**src/rtl/gen_stream_sink.sv**
```systemverilog
// Consumer end of the generator stream interface: launches a run, buffers the
// accepted beats in a small first-word-fall-through FIFO and keeps per-run statistics.
module gen_stream_sink #(
    parameter int WIDTH = 32,
    parameter int DEPTH = 4,
    parameter int CNT_W = 16
) (
    input  logic             __clock,
    input  logic             __reset,
    input  logic             start,
    output logic             gen_start,
    input  logic             gen_valid,
    input  logic             gen_done,
    input  logic [WIDTH-1:0] gen_data,
    output logic             gen_ready,
    output logic             out_valid,
    output logic [WIDTH-1:0] out_data,
    input  logic             out_ready,
    output logic             busy,
    output logic [CNT_W-1:0] count,
    output logic [WIDTH-1:0] sum,
    output logic             run_done
);

    localparam int          AW       = (DEPTH > 1) ? $clog2(DEPTH) : 1;
    localparam logic [AW:0] FULL_OCC = DEPTH[AW:0];
    localparam logic [AW:0] OCC_ONE  = 1;
    localparam logic [AW-1:0] PTR_ONE = 1;
    localparam logic [CNT_W-1:0] CNT_ONE = 1;

    typedef enum logic [2:0] {
        IDLE,
        LAUNCH,
        COLLECT,
        DRAIN,
        FINISH
    } state_t;

    state_t           state_q;
    logic [WIDTH-1:0] mem_q [DEPTH];
    logic [AW-1:0]    wptr_q, wptr_d;
    logic [AW-1:0]    rptr_q, rptr_d;
    logic [AW:0]      occ_q, occ_d;
    logic             gen_start_q;
    logic             gen_ready_q;
    logic             out_valid_q;
    logic [WIDTH-1:0] out_data_q, out_data_d;
    logic             busy_q;
    logic             run_done_q;
    logic [CNT_W-1:0] count_q;
    logic [WIDTH-1:0] sum_q;
    logic             gen_xfer;
    logic             push;
    logic             term;
    logic             pop;

    always_comb begin
        gen_xfer = (state_q == COLLECT) && gen_valid && gen_ready_q;
        push     = gen_xfer && !gen_done;
        term     = gen_xfer && gen_done;
        pop      = out_valid_q && out_ready;
        wptr_d   = push ? wptr_q + PTR_ONE : wptr_q;
        rptr_d   = pop  ? rptr_q + PTR_ONE : rptr_q;
        occ_d    = occ_q;
        if (push && !pop) begin
            occ_d = occ_q + OCC_ONE;
        end else if (pop && !push) begin
            occ_d = occ_q - OCC_ONE;
        end
        // A beat written this cycle into the slot that becomes the head must bypass the array.
        out_data_d = (push && (rptr_d == wptr_q)) ? gen_data : mem_q[rptr_d];
    end

    always_ff @(posedge __clock) begin
        if (push) begin
            mem_q[wptr_q] <= gen_data;
        end
    end

    always_ff @(posedge __clock or negedge __reset) begin
        if (!__reset) begin
            state_q     <= IDLE;
            wptr_q      <= '0;
            rptr_q      <= '0;
            occ_q       <= '0;
            gen_start_q <= 1'b0;
            gen_ready_q <= 1'b0;
            out_valid_q <= 1'b0;
            out_data_q  <= '0;
            busy_q      <= 1'b0;
            run_done_q  <= 1'b0;
            count_q     <= '0;
            sum_q       <= '0;
        end else begin
            wptr_q      <= wptr_d;
            rptr_q      <= rptr_d;
            occ_q       <= occ_d;
            out_valid_q <= (occ_d != '0);
            out_data_q  <= out_data_d;
            gen_start_q <= 1'b0;
            gen_ready_q <= 1'b0;
            run_done_q  <= 1'b0;

            if (push) begin
                if (count_q != {CNT_W{1'b1}}) begin
                    count_q <= count_q + CNT_ONE;
                end
                sum_q <= sum_q + gen_data;
            end

            // gen_ready is registered from next occupancy, so it always reflects !full
            // of the occupancy seen on the following edge (no pass-through when full).
            case (state_q)
                IDLE: begin
                    if (start) begin
                        state_q     <= LAUNCH;
                        gen_start_q <= 1'b1;
                        busy_q      <= 1'b1;
                        count_q     <= '0;
                        sum_q       <= '0;
                    end
                end
                LAUNCH: begin
                    state_q     <= COLLECT;
                    gen_ready_q <= (occ_d != FULL_OCC);
                end
                COLLECT: begin
                    if (term) begin
                        state_q <= DRAIN;
                    end else begin
                        gen_ready_q <= (occ_d != FULL_OCC);
                    end
                end
                DRAIN: begin
                    if (occ_q == '0) begin
                        state_q    <= FINISH;
                        run_done_q <= 1'b1;
                    end
                end
                FINISH: begin
                    state_q <= IDLE;
                    busy_q  <= 1'b0;
                end
                default: begin
                    state_q <= IDLE;
                    busy_q  <= 1'b0;
                end
            endcase
        end
    end

    assign gen_start = gen_start_q;
    assign gen_ready = gen_ready_q;
    assign out_valid = out_valid_q;
    assign out_data  = out_data_q;
    assign busy      = busy_q;
    assign count     = count_q;
    assign sum       = sum_q;
    assign run_done  = run_done_q;

endmodule
```
**config.mk**
```make
export PLATFORM = sky130hd
export DESIGN_NAME = gen_stream_sink
export DESIGN_NICKNAME = d
export VERILOG_FILES = /design/src/rtl/gen_stream_sink.sv
export SDC_FILE = /design/constraint.sdc
export NUM_CORES = 1
export LEC_CHECK = 0
export BUFFER_PORTS_ARGS = -buffer_cell sky130_fd_sc_hd__buf_2
export CAP_MARGIN = 5
export CORE_UTILIZATION = 54
export DETAILED_ROUTE_END_ITERATION = 8
export PLACE_DENSITY = 0.75
export SKIP_LAST_GASP = 1
export SLEW_MARGIN = 20
export SYNTH_ARGS = -nofsm -noshare
export SYNTH_HDL_FRONTEND = slang
export SYNTH_SLANG_ARGS = --single-unit
```
**constraint.sdc**
```tcl
create_clock -name __clock -period 3.9 [get_ports __clock]
set_input_delay 0.585 -clock __clock [delete_from_list [all_inputs] [get_ports __clock]]
set_output_delay 0.585 -clock __clock [all_outputs]
set_load 0.02 [all_outputs]
```
# Word-level counts from Yosys, hierarchy flattened
# Memories as Yosys holds them, arrays and structs flattened. A register that Yosys moved wholly into a read port is not among the register bits.
# Cells that the tools add are included.
[totals] ff_bits=63 mem_bits_rw=128 in_bits=38 mem_count=1
[classes] n_addsub=6 eq_ne=8 mux=24 n_bitwise=1 reduce_logical=17
[mem_list] memory="mem_q" depth=4 word_bits=32 read_ports=1 rd_ports_with_merged_regs=1 write_ports=1 line_no="40" text="logic [WIDTH-1:0] mem_q [DEPTH];"
[op_table] cell="2-to-1 mux 32 bit" count=3
[op_table] cell="2-to-1 mux 16 bit" count=4
[op_table] cell="adder 32 bit" count=1
[op_table] cell="adder 16 x 1 -> 16 bit, second input constant" count=1
[op_table] cell="inequality test 16 bit, second input constant" count=1
[op_table] cell="2-to-1 mux 3 bit" count=5
[op_table] cell="case mux 3 bit (4 select lines)" count=1
[op_table] cell="2-to-1 mux 1 bit" count=8
[op_table] cell="logical AND 1 bit" count=7
[op_table] cell="== test 3 x 2 -> 1 bit, second input constant" count=2
[op_table] cell="logical NOT 3 bit" count=2
[op_table] cell="inequality test 2 bit, second input constant" count=3
[op_table] cell="adder 2 x 1 -> 2 bit, second input constant" count=2
[op_table] cell="logical NOT 1 bit" count=4
[op_table] cell="case mux 1 bit (2 select lines)" count=2
[op_table] cell="adder 3 x 1 -> 3 bit, second input constant" count=1
[op_table] cell="== test 3 x 1 -> 1 bit, second input constant" count=1
[op_table] cell="inequality test 3 bit, second input constant" count=1
[op_table] cell="AND reduction 3 bit" count=1
[op_table] cell="nonzero test 3 bit" count=1
[op_table] cell="OR reduction 3 bit" count=1
[op_table] cell="subtractor 3 x 1 -> 3 bit, second input constant" count=1
[op_table] cell="2-to-1 mux 2 bit" count=1
[op_table] cell="AND reduction 2 bit" count=1
[op_table] cell="NOT 1 bit" count=1

# Depth between registers and ports, before layout
[logic_depth] ltp_word=11 mapped_depth=10

# Worst setup path after synthesis
# OpenSTA, ideal clock, no wires.
[synth_timing] path_type="flip-flop to flip-flop" startpoint="register state_q[2]" endpoint="memory mem_q[0][0], enable pin" setup_ns=0.392 t_arrival_ns=2.386 required_time_ns=3.508 slack_ns=1.122 stages_incl_launch_ff=7 period_less_slack_ns=2.778 path_cell_list="dfrtp_1 > nor2_1 > nand2_1 > nor3_2 > clkbuf_1 > clkbuf_1 > and2_1"
[synth_between] elab_chain_len=6
[synth_rtl] element="start, declared" line_no="39" text="state_t state_q;"
[synth_rtl] element="start signal, assigned" line_no="82" text="state_q <= IDLE;"
[synth_rtl] element="start signal, assigned" line_no="116" text="state_q <= LAUNCH;"
[synth_rtl] element="start signal, assigned" line_no="124" text="state_q <= COLLECT;"
[synth_rtl] element="== test 3 x 2 -> 1 bit" line_no="58" text="gen_xfer = (state_q == COLLECT) && gen_valid && gen_ready_q;"
[synth_rtl] element="logical AND 1 bit (2 in a row)" line_no="58"
[synth_rtl] element="logical AND 1 bit" line_no="59" text="push = gen_xfer && !gen_done;"
[synth_rtl] element="2-to-1 mux 1 bit" line_no="75" text="if (push) begin"
[synth_rtl] element="2-to-1 mux 1 bit (implied by the code)" line_no="76" text="mem_q[wptr_q] <= gen_data;"
[synth_rtl] element="end, declared" line_no="40"
# No other way between the ends.

# Worst setup path after layout
[layout_timing] startpoint="register sum_q[0], in the netlist sum[0]" endpoint="register sum_q[20], in the netlist sum[20]"
[layout_between] elab_chain_len=4
[layout_rtl] element="start, declared" line_no="51" text="logic [WIDTH-1:0] sum_q;"
[layout_rtl] element="start signal, assigned" line_no="108" text="sum_q <= sum_q + gen_data;"
[layout_rtl] element="adder 32 bit (*)" line_no="108"
[layout_rtl] element="2-to-1 mux 32 bit (*)" line_no="104" text="if (push) begin"
[layout_rtl] element="2-to-1 mux 32 bit" line_no="115" text="if (start) begin"
[layout_rtl] element="2-to-1 mux 32 bit (*)" line_no="113" text="case (state_q)"
# Mark *: on every way between the ends. The rest lies on a longest branch, timed or not.
# A chain may end at the register's enable or synchronous reset.

==> results.py <==
metrics = {
    "setup_path": {
        "crit_path_max_incr_delay_ps": 400,
        "crit_start": "sum[0]$_DFF_PN0_",
        "start_kind": "flop",
        "end_kind": "flop",
        "cp.required_ps": 4310,
        "reg2reg_from": "sum[0]$_DFF_PN0_",
        "cp_max_fo": 3,
        "crit_type": "reg -> reg",
        "path_cells": "ha_1 > fa_1 > a21o_1 > nand4_1 > a21bo_2 > a21o_1 > a21boi_0 > o211ai_1 > and3_1 > o31ai_1",
        "cp.arrival_ps": 3050,
        "cpMaxStageDelayCell": "dfrtp_1",
        "crit_top_cell": "a21o_1",
    },
    "synthesis": {
        "muxShareOfSynthArea_pct": 11.07,
        "syn_inst": 739,
        "synth_nets": 817,
        "synthArstFlopShare_pct": 42.60,
        "synth_top_family_by_area": "multiplexers",
        "ys_seq_elements": 223,
        "synth-edff-count": 128,
        "ys.flop_type": "edfxtp_1",
        "synth_simple_gate_area_share_pct": 8.363,
        "synth_xor_area_share_pct": 3.857,
        "synth_compound_area_share_pct": 8.657,
        "syn_area_um2": 10220,
        "yosysWarnings": 0,
        "synth_cell_types": 63,
        "synth-adder-area-share_pct": 4.971,
        "synth_area_per_cell_um2": 13.83,
        "yosysSeqAreaShare_pct": 60.88,
    },
    "grt": {
        "antenna_found_initial": 0,
        "overflow": 0,
        "grt_start_max_net_pins": 74,
        "grt_pass1_wl_mm": 35.78,
        "grt_pass1_vias": 6671,
        "grt_usage_pct": 23.39,
    },
    "timing": {
        "max_clock_freq_mhz": 378.1,
        "period_share_pct": 67.81,
        "slew_violations": 0,
        "hold_violations": 0,
        "finalSetupViolations": 0,
        "clock_skew_ps": 20.67,
        "setup-tns-final_ps": 0,
        "finalCriticalPeriod_ps": 2645,
        "worst_pin_slew_ps": 758.5,
        "rsz0062_at_grt": "false",
        "relSlewSlack_pct": 49.27,
    },
    "floorplanning": {
        "die_area_um2": 19480,
        "rows": 49,
        "start_util_pct": 55.93,
        "core-area_um2": 18270,
        "fp.dieH_um": 139.6,
        "io-pin-count": 123,
        "fp.dieW_um": 139.6,
    },
    "power_and_ir_drop": {
        "p_leak_uw": 0.005039,
        "powerDensity_nw_per_um2": 795.5,
        "power_uw": 9483,
        "irDropWorstVdd_v": 0.0004491,
    },
    "finish": {
        "area_growth_pct": 16.66,
        "drive_above_1_share_pct": 28.48,
        "antennaDiodeCount": 0,
        "fillers": 1364,
        "final_nets": 953,
    },
    "routing": {
        "vias_per_cell": 5.900,
        "wirelength_mm": 21.86,
        "drc": 0,
        "drt_iter0_drc": 445,
        "num_vias": 6614,
        "dr.pass1.iters": 5,
        "wire_per_inst_um": 19.50,
        "drtAntennaViolNets": 0,
    },
    "placed_design": {
        "place_congestion": 0.8743,
        "port-buffer-count": 122,
        "dp_hpwl_mm": 14.39,
    },
    "clock_tree": {
        "h-tree-depth": 1,
        "ctsResizeCount": 0,
        "clk_pin_slew_ps": 60,
        "numCtsBuffers": 23,
        "root_buffer": "clkbuf_16",
        "insertion_delay_ps": 510,
        "clock-sinks": 223,
        "cts_max_path_buffers": 3,
        "cts_tree": "done",
        "postCtsHoldBufs": 0,
        "postCtsSetupBuffers": 0,
    },
    "worst_hold_path": {
        "worstHoldPathType": "in -> async",
    },
    "flow_run": {
        "maxCapViolations": 0,
    },
    "run_status": {
        "status": "complete, no violations",
    },
}
==> metrics by stage <==
stage	hold slack (ps)	cell area [um^2]	util (%)	setup WS, ps	cells
CTS	306.3	11920	65.23	1264	1121
global placement	480.4	11130	60.94	985.2	1079
detailed placement	517.7	11130	60.94	883.2	1079
finish	118.8	11920	65.25	1255	1121
floorplan	289.4	10220	-	1122	739
global route	180.8	11920	65.25	1034	1121
==> metal layers <==
| layer | track usage, % | wire [um] |
|---|---|---|
| met1 | 32.36 | 9565 |
| met2 | 39.41 | 10760 |
| met3 | 3.785 | 1227 |
| met4 | 4.916 | 307 |
| met5 | 0 | 0 |
==> layout make-up <==
cell class	instances	area, um^2	area share, %
Inverter	15	56.30	0.4723
Clock buffer	31	645.6	5.416
Clock inverter	11	138.9	1.165
Sequential cell	223	6221	52.18
Timing Repair Buffer	140	752.0	6.308
Tap cell	229	286.5	2.403
Multi-Input combinational cell	472	3821	32.05
==> synthesized netlist by cell type, drive strengths merged, types with 2 or more instances <==
master,number,area share (%)
a211oi,3,0.22
a21boi,3,0.22
a21o,20,1.5
a21oi,49,2.4
a31o,2,0.17
a31oi,10,0.61
a41oi,4,0.42
and2,5,0.31
and3,10,0.61
and4,2,0.17
buf,16,1.1
clkbuf,12,0.45
dfrtp,95,23
edfxtp,128,38
ha,39,4.8
inv,15,0.55
mux2,32,3.5
mux2i,5,0.49
mux4,32,7.1
nand2,62,2.3
nand2b,2,0.12
nand3,32,1.6
nand3b,3,0.22
nand4,10,0.61
nor2,34,1.2
nor2b,4,0.24
nor3,8,0.44
o211ai,2,0.15
o21a,4,0.29
o21ai,23,1.2
o21bai,3,0.22
o31ai,4,0.34
or2,2,0.12
or3,3,0.18
xnor2,21,1.8
xor2,24,2.1
==> cell families after synthesis <==
group           after synthesis
flops                       223
simple gates                180
compound gates              138
mux                          69
xor+xnor                     45
buf+inv                      44
fa+ha+maj                    40
==> path summary, 6_finish.rpt <==
| path | endpoint | slack, ps | cells past startpoint |
|---|---|---|---|
| max | sum[20]$_DFF_PN0_ | 1260 | 10 |
| min | out_data[21]$_DFF_PN0_ | 120 | 1 |
| max reg2reg | sum[20]$_DFF_PN0_ | 1260 | 10 |
| min reg2reg | busy$_DFFE_PN0P_ | 530 | 2 |
| max in group asynchronous | count[1]$_DFF_PN0_ | 2990 | 2 |
| min in group __clock | mem_q[3][21]$_DFFE_PP_ | 330 | 1 |
==> where the power goes <==
group	switching (uW)	internal, uW	leakage [uW]	total (uW)
Sequential	305	2970	0.00235	3270
Combinational	2240	1720	0.00230	3960
Clock	890	1360	0.000385	2250
==> cell usage in the layout, fill, tap and decap left out, types with 10 or more instances in the layout <==
master / instances
xnor2_1: 21
clkbuf_16: 23
a21o_1: 20
mux2_2: 32
nand2_1: 61
nand3_1: 31
and3_1: 10
edfxtp_1: 128
buf_2: 121
a31oi_1: 10
buf_4: 18
inv_1: 15
dfrtp_1: 95
o21ai_0: 18
a21oi_1: 49
xor2_1: 22
ha_1: 39
nand4_1: 10
nor2_1: 34
mux4_2: 32
==> flip-flops by register name (all words and copies together), names as in the netlist, 2 cells and up <==
name      cells
occ_q         3
wptr_q        2
state_q       3
mem_q       128
sum          32
count        16
rptr_q        2
out_data     32
==> critical path: cells and delay by family (launching register included) <==
kind | cells | cell delay [ps]
AOI/OAI and AO/OA | 6 | 1380
adders and majority gates | 2 | 440
DFF | 1 | 400
and+or+nand+nor | 2 | 330
No activity file was read; power rests on OpenSTA's default activity.
